===== config.mk =====
export PLATFORM = sky130hd
export DESIGN_NAME = ps2_host_tx_flat
export DESIGN_NICKNAME = d
export VERILOG_FILES = /design/src/rtl/common.sv /design/src/rtl/ps2_host_tx_if.sv /design/src/rtl/ps2_line_filter.sv /design/src/rtl/ps2_host_tx.sv /design/src/flat_wrapper.sv
export SDC_FILE = /design/constraint.sdc
export NUM_CORES = 1
export LEC_CHECK = 0
export CAP_MARGIN = 40
export CORE_MARGIN = 2
export CORE_UTILIZATION = 50
export CTS_CLUSTER_SIZE = 14
export DETAILED_ROUTE_END_ITERATION = 10
export GPL_ROUTABILITY_DRIVEN = 0
export GPL_TIMING_DRIVEN = 1
export MAX_ROUTING_LAYER = met4
export PLACE_DENSITY = 0.66
export SYNTH_ARGS = -nofsm -noshare
export SYNTH_HDL_FRONTEND = slang
export SYNTH_SLANG_ARGS = --single-unit
export TNS_END_PERCENT = 5

===== constraint.sdc =====
create_clock -name clk28 -period 3.2 [get_ports clk28]
set_clock_uncertainty 0.05 [all_clocks]
set_input_delay 0.64 -clock clk28 [delete_from_list [all_inputs] [get_ports clk28]]
set_output_delay 0.64 -clock clk28 [all_outputs]
set_load 0.005 [all_outputs]

===== src/rtl/common.sv =====
// Shared PS/2 definitions for the host-side blocks.
//
// Contents:
//   PS2_CMD_SETLED, PS2_CMD_RESET  - host-to-device command bytes
//   odd_parity()                   - parity bit that makes data+parity odd
package common;

    localparam logic [7:0] PS2_CMD_SETLED = 8'hED;
    localparam logic [7:0] PS2_CMD_RESET  = 8'hFF;

    // PS/2 frames carry odd parity: the bit is 1 when the data has an even
    // number of ones.
    function automatic logic odd_parity(input logic [7:0] data);
        return ~^data;
    endfunction

endpackage


===== src/rtl/ps2_host_tx_if.sv =====
// Byte-request handshake between a command source and ps2_host_tx.
//
// Signals:
//   tx_data   command byte to send
//   tx_valid  request; accepted when tx_valid and tx_ready are both 1
//   tx_ready  transmitter idle and able to accept a byte
//   busy      transaction in progress (receiver discards frames meanwhile)
//   tx_done   one-cycle pulse at the end of a transaction
//   tx_err    qualifies tx_done: 1 = NACK or watchdog timeout
interface ps2_host_tx_if;

    logic [7:0] tx_data;
    logic       tx_valid;
    logic       tx_ready;
    logic       busy;
    logic       tx_done;
    logic       tx_err;

    modport master (
        output tx_data, tx_valid,
        input  tx_ready, busy, tx_done, tx_err
    );

    modport slave (
        input  tx_data, tx_valid,
        output tx_ready, busy, tx_done, tx_err
    );

endinterface


===== src/rtl/ps2_line_filter.sv =====
// Conditions one raw PS/2 line: 2-FF synchroniser, a glitch filter that
// moves the filtered level only after 4 consecutive equal samples that
// differ from it, and a one-cycle falling-edge strobe.
//
// Ports:
//   clk28  system clock
//   rst_n  asynchronous active-low reset (filtered level resets to 1)
//   raw    asynchronous line input
//   level  filtered line level
//   fall   one-cycle strobe on a filtered 1 -> 0 transition
module ps2_line_filter (
    input  logic clk28,
    input  logic rst_n,
    input  logic raw,
    output logic level,
    output logic fall
);

    logic [1:0] sync_q;
    logic [1:0] cnt_q;

    // NOTE: state registers use non-blocking assignments so every flop samples
    // the pre-edge values; blocking here would collapse the sync chain.
    always_ff @(posedge clk28 or negedge rst_n) begin
        if (!rst_n) begin
            sync_q <= 2'b11;
            cnt_q  <= 2'd0;
            level  <= 1'b1;
            fall   <= 1'b0;
        end else begin
            sync_q <= {sync_q[0], raw};
            fall   <= 1'b0;
            if (sync_q[1] != level) begin
                // Fourth differing sample in a row: accept the new level.
                if (cnt_q == 2'd3) begin
                    level <= sync_q[1];
                    cnt_q <= 2'd0;
                    fall  <= level;
                end else begin
                    cnt_q <= cnt_q + 2'd1;
                end
            end else begin
                cnt_q <= 2'd0;
            end
        end
    end

endmodule


===== src/rtl/ps2_host_tx.sv =====
// PS/2 host-to-device transmitter. Inhibits the bus, issues the request-to-
// send (start bit), shifts the byte out on device clock falling edges,
// samples the device ACK and reports completion. A watchdog started on
// entry to REQ aborts a stalled transaction.
//
// Ports:
//   clk28, rst_n             system clock, asynchronous active-low reset
//   ps2_clk_in, ps2_dat_in   raw PS/2 lines (asynchronous)
//   ps2_clk_oe, ps2_dat_oe   1 = pull the line low (open-drain)
//   tx                       byte handshake and status (ps2_host_tx_if.slave)
module ps2_host_tx
    import common::*;
#(
    parameter int CLK_FREQ   = 28_000_000,
    parameter int INHIBIT_US = 120,
    parameter int TIMEOUT_MS = 20
) (
    input  logic         clk28,
    input  logic         rst_n,
    input  logic         ps2_clk_in,
    input  logic         ps2_dat_in,
    output logic         ps2_clk_oe,
    output logic         ps2_dat_oe,
    ps2_host_tx_if.slave tx
);

    localparam int T_INH = CLK_FREQ / 1_000_000 * INHIBIT_US;
    localparam int T_WDG = CLK_FREQ / 1000 * TIMEOUT_MS;
    localparam int INH_W = $clog2(T_INH + 1);
    localparam int WDG_W = 20;

    typedef enum logic [2:0] {
        IDLE,
        INHIBIT,
        REQ,
        SEND,
        ACK,
        RELEASE,
        FINISH
    } state_t;

    state_t           state_q, state_d;
    logic [10:0]      frame_q;      // {stop, parity, data[7:0], start}, bit 0 on the wire
    logic [3:0]       bit_cnt_q;    // falling edges seen since REQ
    logic [INH_W-1:0] inh_cnt_q;
    logic [WDG_W-1:0] wdg_cnt_q;
    logic             err_q;

    logic clk_f, clk_fall;
    logic dat_f, dat_fall_unused;
    logic inh_last, wdg_expired;

    ps2_line_filter u_clk_filt (
        .clk28 (clk28),
        .rst_n (rst_n),
        .raw   (ps2_clk_in),
        .level (clk_f),
        .fall  (clk_fall)
    );

    ps2_line_filter u_dat_filt (
        .clk28 (clk28),
        .rst_n (rst_n),
        .raw   (ps2_dat_in),
        .level (dat_f),
        .fall  (dat_fall_unused)
    );

    assign inh_last    = (inh_cnt_q == INH_W'(T_INH - 1));
    assign wdg_expired = (wdg_cnt_q == WDG_W'(T_WDG - 1));

    always_ff @(posedge clk28 or negedge rst_n) begin
        if (!rst_n) state_q <= IDLE;
        else        state_q <= state_d;
    end

    // NOTE: every signal driven here gets a default first so no path can
    // leave it unassigned and infer a latch.
    always_comb begin
        state_d = state_q;
        unique case (state_q)
            IDLE:    if (tx.tx_valid) state_d = INHIBIT;
            INHIBIT: if (inh_last)    state_d = REQ;
            REQ: begin
                if (wdg_expired)   state_d = FINISH;
                else if (clk_fall) state_d = SEND;
            end
            SEND: begin
                // The 10th edge drives the stop bit; the next edge is the ACK.
                if (wdg_expired)                          state_d = FINISH;
                else if (clk_fall && bit_cnt_q == 4'd9)   state_d = ACK;
            end
            ACK: begin
                if (wdg_expired)   state_d = FINISH;
                else if (clk_fall) state_d = RELEASE;
            end
            RELEASE: begin
                if (wdg_expired)        state_d = FINISH;
                else if (clk_f && dat_f) state_d = FINISH;
            end
            FINISH:  state_d = IDLE;
            default: state_d = IDLE;
        endcase
    end

    always_comb begin
        ps2_clk_oe  = 1'b0;
        ps2_dat_oe  = 1'b0;
        tx.tx_ready = (state_q == IDLE);
        tx.busy     = (state_q != IDLE);
        tx.tx_done  = (state_q == FINISH);
        tx.tx_err   = (state_q == FINISH) && err_q;
        unique case (state_q)
            INHIBIT: begin
                ps2_clk_oe = 1'b1;
                // Start bit goes low only in the last inhibit cycle, so clk
                // and data are never pulled together outside that cycle.
                ps2_dat_oe = inh_last;
            end
            REQ, SEND, ACK: ps2_dat_oe = ~frame_q[0];
            default: ;
        endcase
    end

    always_ff @(posedge clk28 or negedge rst_n) begin
        if (!rst_n) begin
            frame_q   <= '1;
            bit_cnt_q <= '0;
            inh_cnt_q <= '0;
            wdg_cnt_q <= '0;
            err_q     <= 1'b0;
        end else begin
            unique case (state_q)
                IDLE: begin
                    inh_cnt_q <= '0;
                    // Accepted regardless of line activity: a device frame in
                    // progress is abandoned in favour of the host inhibit.
                    if (tx.tx_valid) begin
                        frame_q   <= {1'b1, odd_parity(tx.tx_data), tx.tx_data, 1'b0};
                        bit_cnt_q <= '0;
                        err_q     <= 1'b0;
                    end
                end
                INHIBIT: begin
                    inh_cnt_q <= inh_cnt_q + INH_W'(1);
                    wdg_cnt_q <= '0;
                end
                REQ, SEND, ACK, RELEASE: begin
                    wdg_cnt_q <= wdg_cnt_q + WDG_W'(1);
                    if (wdg_expired) begin
                        err_q <= 1'b1;
                    end else if (clk_fall) begin
                        if (state_q == ACK) begin
                            err_q <= dat_f;  // device holds data low to ACK
                        end else if (state_q != RELEASE) begin
                            // Shift in 1s so the line is released after stop.
                            frame_q   <= {1'b1, frame_q[10:1]};
                            bit_cnt_q <= bit_cnt_q + 4'd1;
                        end
                    end
                end
                default: ;
            endcase
        end
    end

endmodule


===== src/flat_wrapper.sv =====
// flat-port wrapper written by rule: the top's interface ports become plain ports
module ps2_host_tx_flat import common::*;
#(
    parameter int CLK_FREQ   = 28_000_000,
    parameter int INHIBIT_US = 120,
    parameter int TIMEOUT_MS = 20
)
  (clk28, rst_n, ps2_clk_in, ps2_dat_in, ps2_clk_oe, ps2_dat_oe, tx_tx_data, tx_tx_valid, tx_tx_ready, tx_busy, tx_tx_done, tx_tx_err);
  ps2_host_tx_if tx_i ();
  input  logic clk28;
  input  logic rst_n;
  input  logic ps2_clk_in;
  input  logic ps2_dat_in;
  output logic ps2_clk_oe;
  output logic ps2_dat_oe;
  input wire logic [$bits(tx_i.tx_data)-1:0] tx_tx_data;
  input wire logic [$bits(tx_i.tx_valid)-1:0] tx_tx_valid;
  output wire logic [$bits(tx_i.tx_ready)-1:0] tx_tx_ready;
  output wire logic [$bits(tx_i.busy)-1:0] tx_busy;
  output wire logic [$bits(tx_i.tx_done)-1:0] tx_tx_done;
  output wire logic [$bits(tx_i.tx_err)-1:0] tx_tx_err;
  assign tx_i.tx_data = tx_tx_data;
  assign tx_i.tx_valid = tx_tx_valid;
  assign tx_tx_ready = tx_i.tx_ready;
  assign tx_busy = tx_i.busy;
  assign tx_tx_done = tx_i.tx_done;
  assign tx_tx_err = tx_i.tx_err;
  ps2_host_tx #(.CLK_FREQ(CLK_FREQ), .INHIBIT_US(INHIBIT_US), .TIMEOUT_MS(TIMEOUT_MS)) u_core (.clk28(clk28), .rst_n(rst_n), .ps2_clk_in(ps2_clk_in), .ps2_dat_in(ps2_dat_in), .ps2_clk_oe(ps2_clk_oe), .ps2_dat_oe(ps2_dat_oe), .tx(tx_i));
endmodule

==> flow_summary.json <==
{
  "setup-violations-final": 0,
  "fin_crit_sh": 0.977,
  "max_stage_delay_ps": 520,
  "fin_crit_ps": 3130,
  "postRouteAntennaNets": 0,
  "cts_buffers": 9,
  "overflow_left_after_global_routing": 0,
  "slowest_stage": "sky130_fd_sc_hd__clkdlybuf4s50_1",
  "synth_edf_count": 0,
  "core.rowCount": 29,
  "crit_cells": 5,
  "net-switching-power_uw": 1050,
  "grt_pass1_wl_mm": 11.3,
  "timing.final.max_slew_violations": 0,
  "synth_area_um2": 3320,
  "initial_standard_cell_utilization_of_the_core": 0.519,
  "power.density_nw_per_um2": 787,
  "p_total_uw": 2980,
  "die_w_um": 85.5,
  "cp_num_buf_inv": 1,
  "start_kind": "register",
  "hpwlAfterDp_mm": 4.39,
  "comb_power_share": 0.381,
  "coreArea_um2": 6390,
  "slew_headroom": 0.477,
  "first_global_vias": 2356,
  "totalWireLength_mm": 6.60,
  "synth_async_sr_flop_share": 1.00,
  "cp-end-kind": "primary output",
  "num_ports": 19,
  "drt_drc_violations_left": 0,
  "worstHoldPathType": "primary input to asynchronous set/reset pin",
  "die-area_um2": 7300,
  "area_growth_syn_to_layout_pct": 14.1,
  "post-synth-top-area-fraction": 0.339,
  "maxCapViolations": 0,
  "required_ps": 2510,
  "clk_pin_slew_worst_paths_ps": 70,
  "detail_route.first_pass.iterations": 5,
  "r2r_setup_slack_ps": 860,
  "drtIter0Drc": 162,
  "cell_total_after_placement": 426,
  "power_frac_clock": 0.228,
  "timing.critical_path.cells": "or4_1 -> or3_4 -> o22a_1 -> o22ai_1 -> clkdlybuf4s50_1",
  "grt_antenna_before_repair": 0,
  "synthesis.nets": 356,
  "gr-usage-all-layers": 0.200,
  "vias_per_cell": 5.72,
  "cts.root.buffer_cell": "sky130_fd_sc_hd__clkbuf_8",
  "cellLeakagePower_uw": 0.00162,
  "via_count": 2550,
  "status": "finished clean",
  "path_class": "register to primary output",
  "seqPwrFrac": 0.391,
  "worst-slew-pin-transition_ps": 785,
  "final_layout_size_suffix_gt1_frac": 0.203,
  "number_of_instances_in_the_synthesized_netlist": 337,
  "cts_hold_repair.buffers": 0,
  "fmax_mhz": 320,
  "timing.critical_path.fanout_max": 4,
  "cts_tree": "done",
  "fin_cells": 446,
  "post_synth_num_cell_types": 58,
  "sw_frac_of_total": 0.352,
  "reg2reg_to": "u_core.bit_cnt_q[0]",
  "irDropWorstVdd_mv": 0.564,
  "clkLatencyLatePin_ps": 340,
  "synth.avg_cell_area_um2": 9.84,
  "htree_levels": 3,
  "postLayoutSetupSlackWorst_ps": 73.7,
  "synth_seq_cells": 61,
  "dominant_cell_type_by_area_after_synthesis": "sky130_fd_sc_hd__dfrtp_1",
  "path_delay_family": "simple AND/OR/NAND/NOR gates",
  "final_core_utilization": 0.592,
  "depth_of_the_worst_register_to_register_path": 5,
  "ys_warn_count": 0,
  "detail_route.wl_per_cell_um": 14.8,
  "cts_buffer_depth": 2,
  "synth_sequential_area_ratio": 0.466,
  "rr_startpoint": "u_core.state_q[2]",
  "grt_max_degree": 25,
  "report.final.hold_viol_count": 0,
  "clock_sinks": 61,
  "synth_area_leaders": "sky130_fd_sc_hd__dfrtp_1, sky130_fd_sc_hd__dfstp_2, sky130_fd_sc_hd__nand2_1, sky130_fd_sc_hd__o21ai_0, sky130_fd_sc_hd__mux2_4",
  "finish.net_count": 383,
  "preCtsSetupSlack_ps": 387,
  "antenna_cells": 0,
  "p_int_uw": 1930,
  "port_buffers": 18,
  "timing.critical_path.arrival_ps": 2440,
  "die_height_um": 85.5,
  "postSynth.topFlopCell": "sky130_fd_sc_hd__dfrtp_1"
}
## repair_timing
item,in CTS,in global routing
setup buffers,0,4
gates resized for setup,0,2
setup endpoints to repair,0,1
## power groups by stage
stage | Combinational, uW | Clock [uW] | Sequential, uW
after CTS | 1120 | 696 | 1160
after floorplan | 882 | 0 | 1120
after global routing | 1270 | 728 | 1200
after detailed placement | 1110 | 0 | 1170
final | 1130 | 679 | 1160
after global placement | 1100 | 0 | 1170
## synth_stat cells (6+ instances only)
master                     n
sky130_fd_sc_hd__a21oi_1   6
sky130_fd_sc_hd__dfrtp_1  45
sky130_fd_sc_hd__mux2_4    8
sky130_fd_sc_hd__dfstp_2  16
sky130_fd_sc_hd__o31ai_1  10
sky130_fd_sc_hd__xnor2_1  10
sky130_fd_sc_hd__mux2i_1   7
sky130_fd_sc_hd__mux2_2    6
sky130_fd_sc_hd__nand4_1   9
sky130_fd_sc_hd__nor3_1    8
sky130_fd_sc_hd__nand2_1  56
sky130_fd_sc_hd__inv_1    10
sky130_fd_sc_hd__nor2_1   21
sky130_fd_sc_hd__o21ai_0  28
sky130_fd_sc_hd__ha_1      6
sky130_fd_sc_hd__nand3_1  15
## metal layers
layer / track usage / up-vias / routed length, um
li1: - / 1265 / -
met1: 0.279 / 1221 / 3310
met2: 0.281 / 54 / 2940
met3: 0.0516 / 10 / 256
met4: 0.0736 / 0 / 97
met5: - / - / 0
## placed cells by master, fill, tap and decap left out, drive strengths merged, types with 2 or more instances in the layout
cell and n:
a22o 2, and2 4, or2 3, or3 2, or4 2, nor4b 3, clkbuf 12, nor2 22
a31oi 5, dfrtp 45, nand3 16, nand2 57, dfstp 16, o22ai 3, a21oi 7, clkinv 3
inv 10, mux2 14, nor3 8, buf 14, and3 5, mux2i 7, nor2b 4, o21ai 29
xnor2 10, ha 6, nand4 10, o211ai 5, nand2b 2, o31ai 10, clkdlybuf4s50 17
## registers in the layout, summed over array words and instances (netlist names)
signal	flops
u_core.u_dat_filt.sync_q	2
u_core.err_q	1
u_core.inh_cnt_q	12
u_core.u_clk_filt.sync_q	2
u_core.u_clk_filt.level	1
u_core.state_q	3
u_core.frame_q	10
u_core.u_clk_filt.fall	1
u_core.wdg_cnt_q	20
u_core.u_dat_filt.cnt_q	2
u_core.u_clk_filt.cnt_q	2
u_core.u_dat_filt.level	1
u_core.bit_cnt_q	4
## layout make-up
| class | count | area [um2] |
|---|---|---|
| clock buffer | 12 | 145 |
| clock inverter | 4 | 48.8 |
| fill | 568 | 2600 |
| inverter | 10 | 37.5 |
| multi-input combinational | 251 | 1640 |
| sequential | 61 | 1550 |
| tap | 77 | 96.3 |
| timing repair buffer | 31 | 273 |
## per-stage QoR
step | setup TNS (ps) | area, um2 | hold slack [ps]
finish | 0 | 3780 | 175
CTS | 0 | 3750 | 174
global placement | 0 | 3550 | 296
global route | -48.8 | 3780 | 209
floorplan | 0 | 3320 | 294
detailed placement | 0 | 3550 | 297
## worst max-delay path by stage
stage	from	endpoint	slack (ps)
after floorplan	u_core.inh_cnt_q[5]	ps2_dat_oe	950
after global placement	u_core.inh_cnt_q[5]	ps2_dat_oe	410
after detailed placement	u_core.inh_cnt_q[5]	ps2_dat_oe	390
after CTS	u_core.inh_cnt_q[5]	ps2_dat_oe	6
after global routing	u_core.inh_cnt_q[0]	ps2_dat_oe	-50
final	u_core.inh_cnt_q[7]	ps2_dat_oe	70
## kinds of logic after synthesis
family,share of synthesized area
AOI/OAI and AO/OA,0.140
xor gates and xnor gates,0.0264
adders and majority gates,0.0226
buffers and inverters,0.0426
DFF,0.466
muxes,0.0777
and+or+nand+nor,0.224
Power figures use the tool's default switching activity.
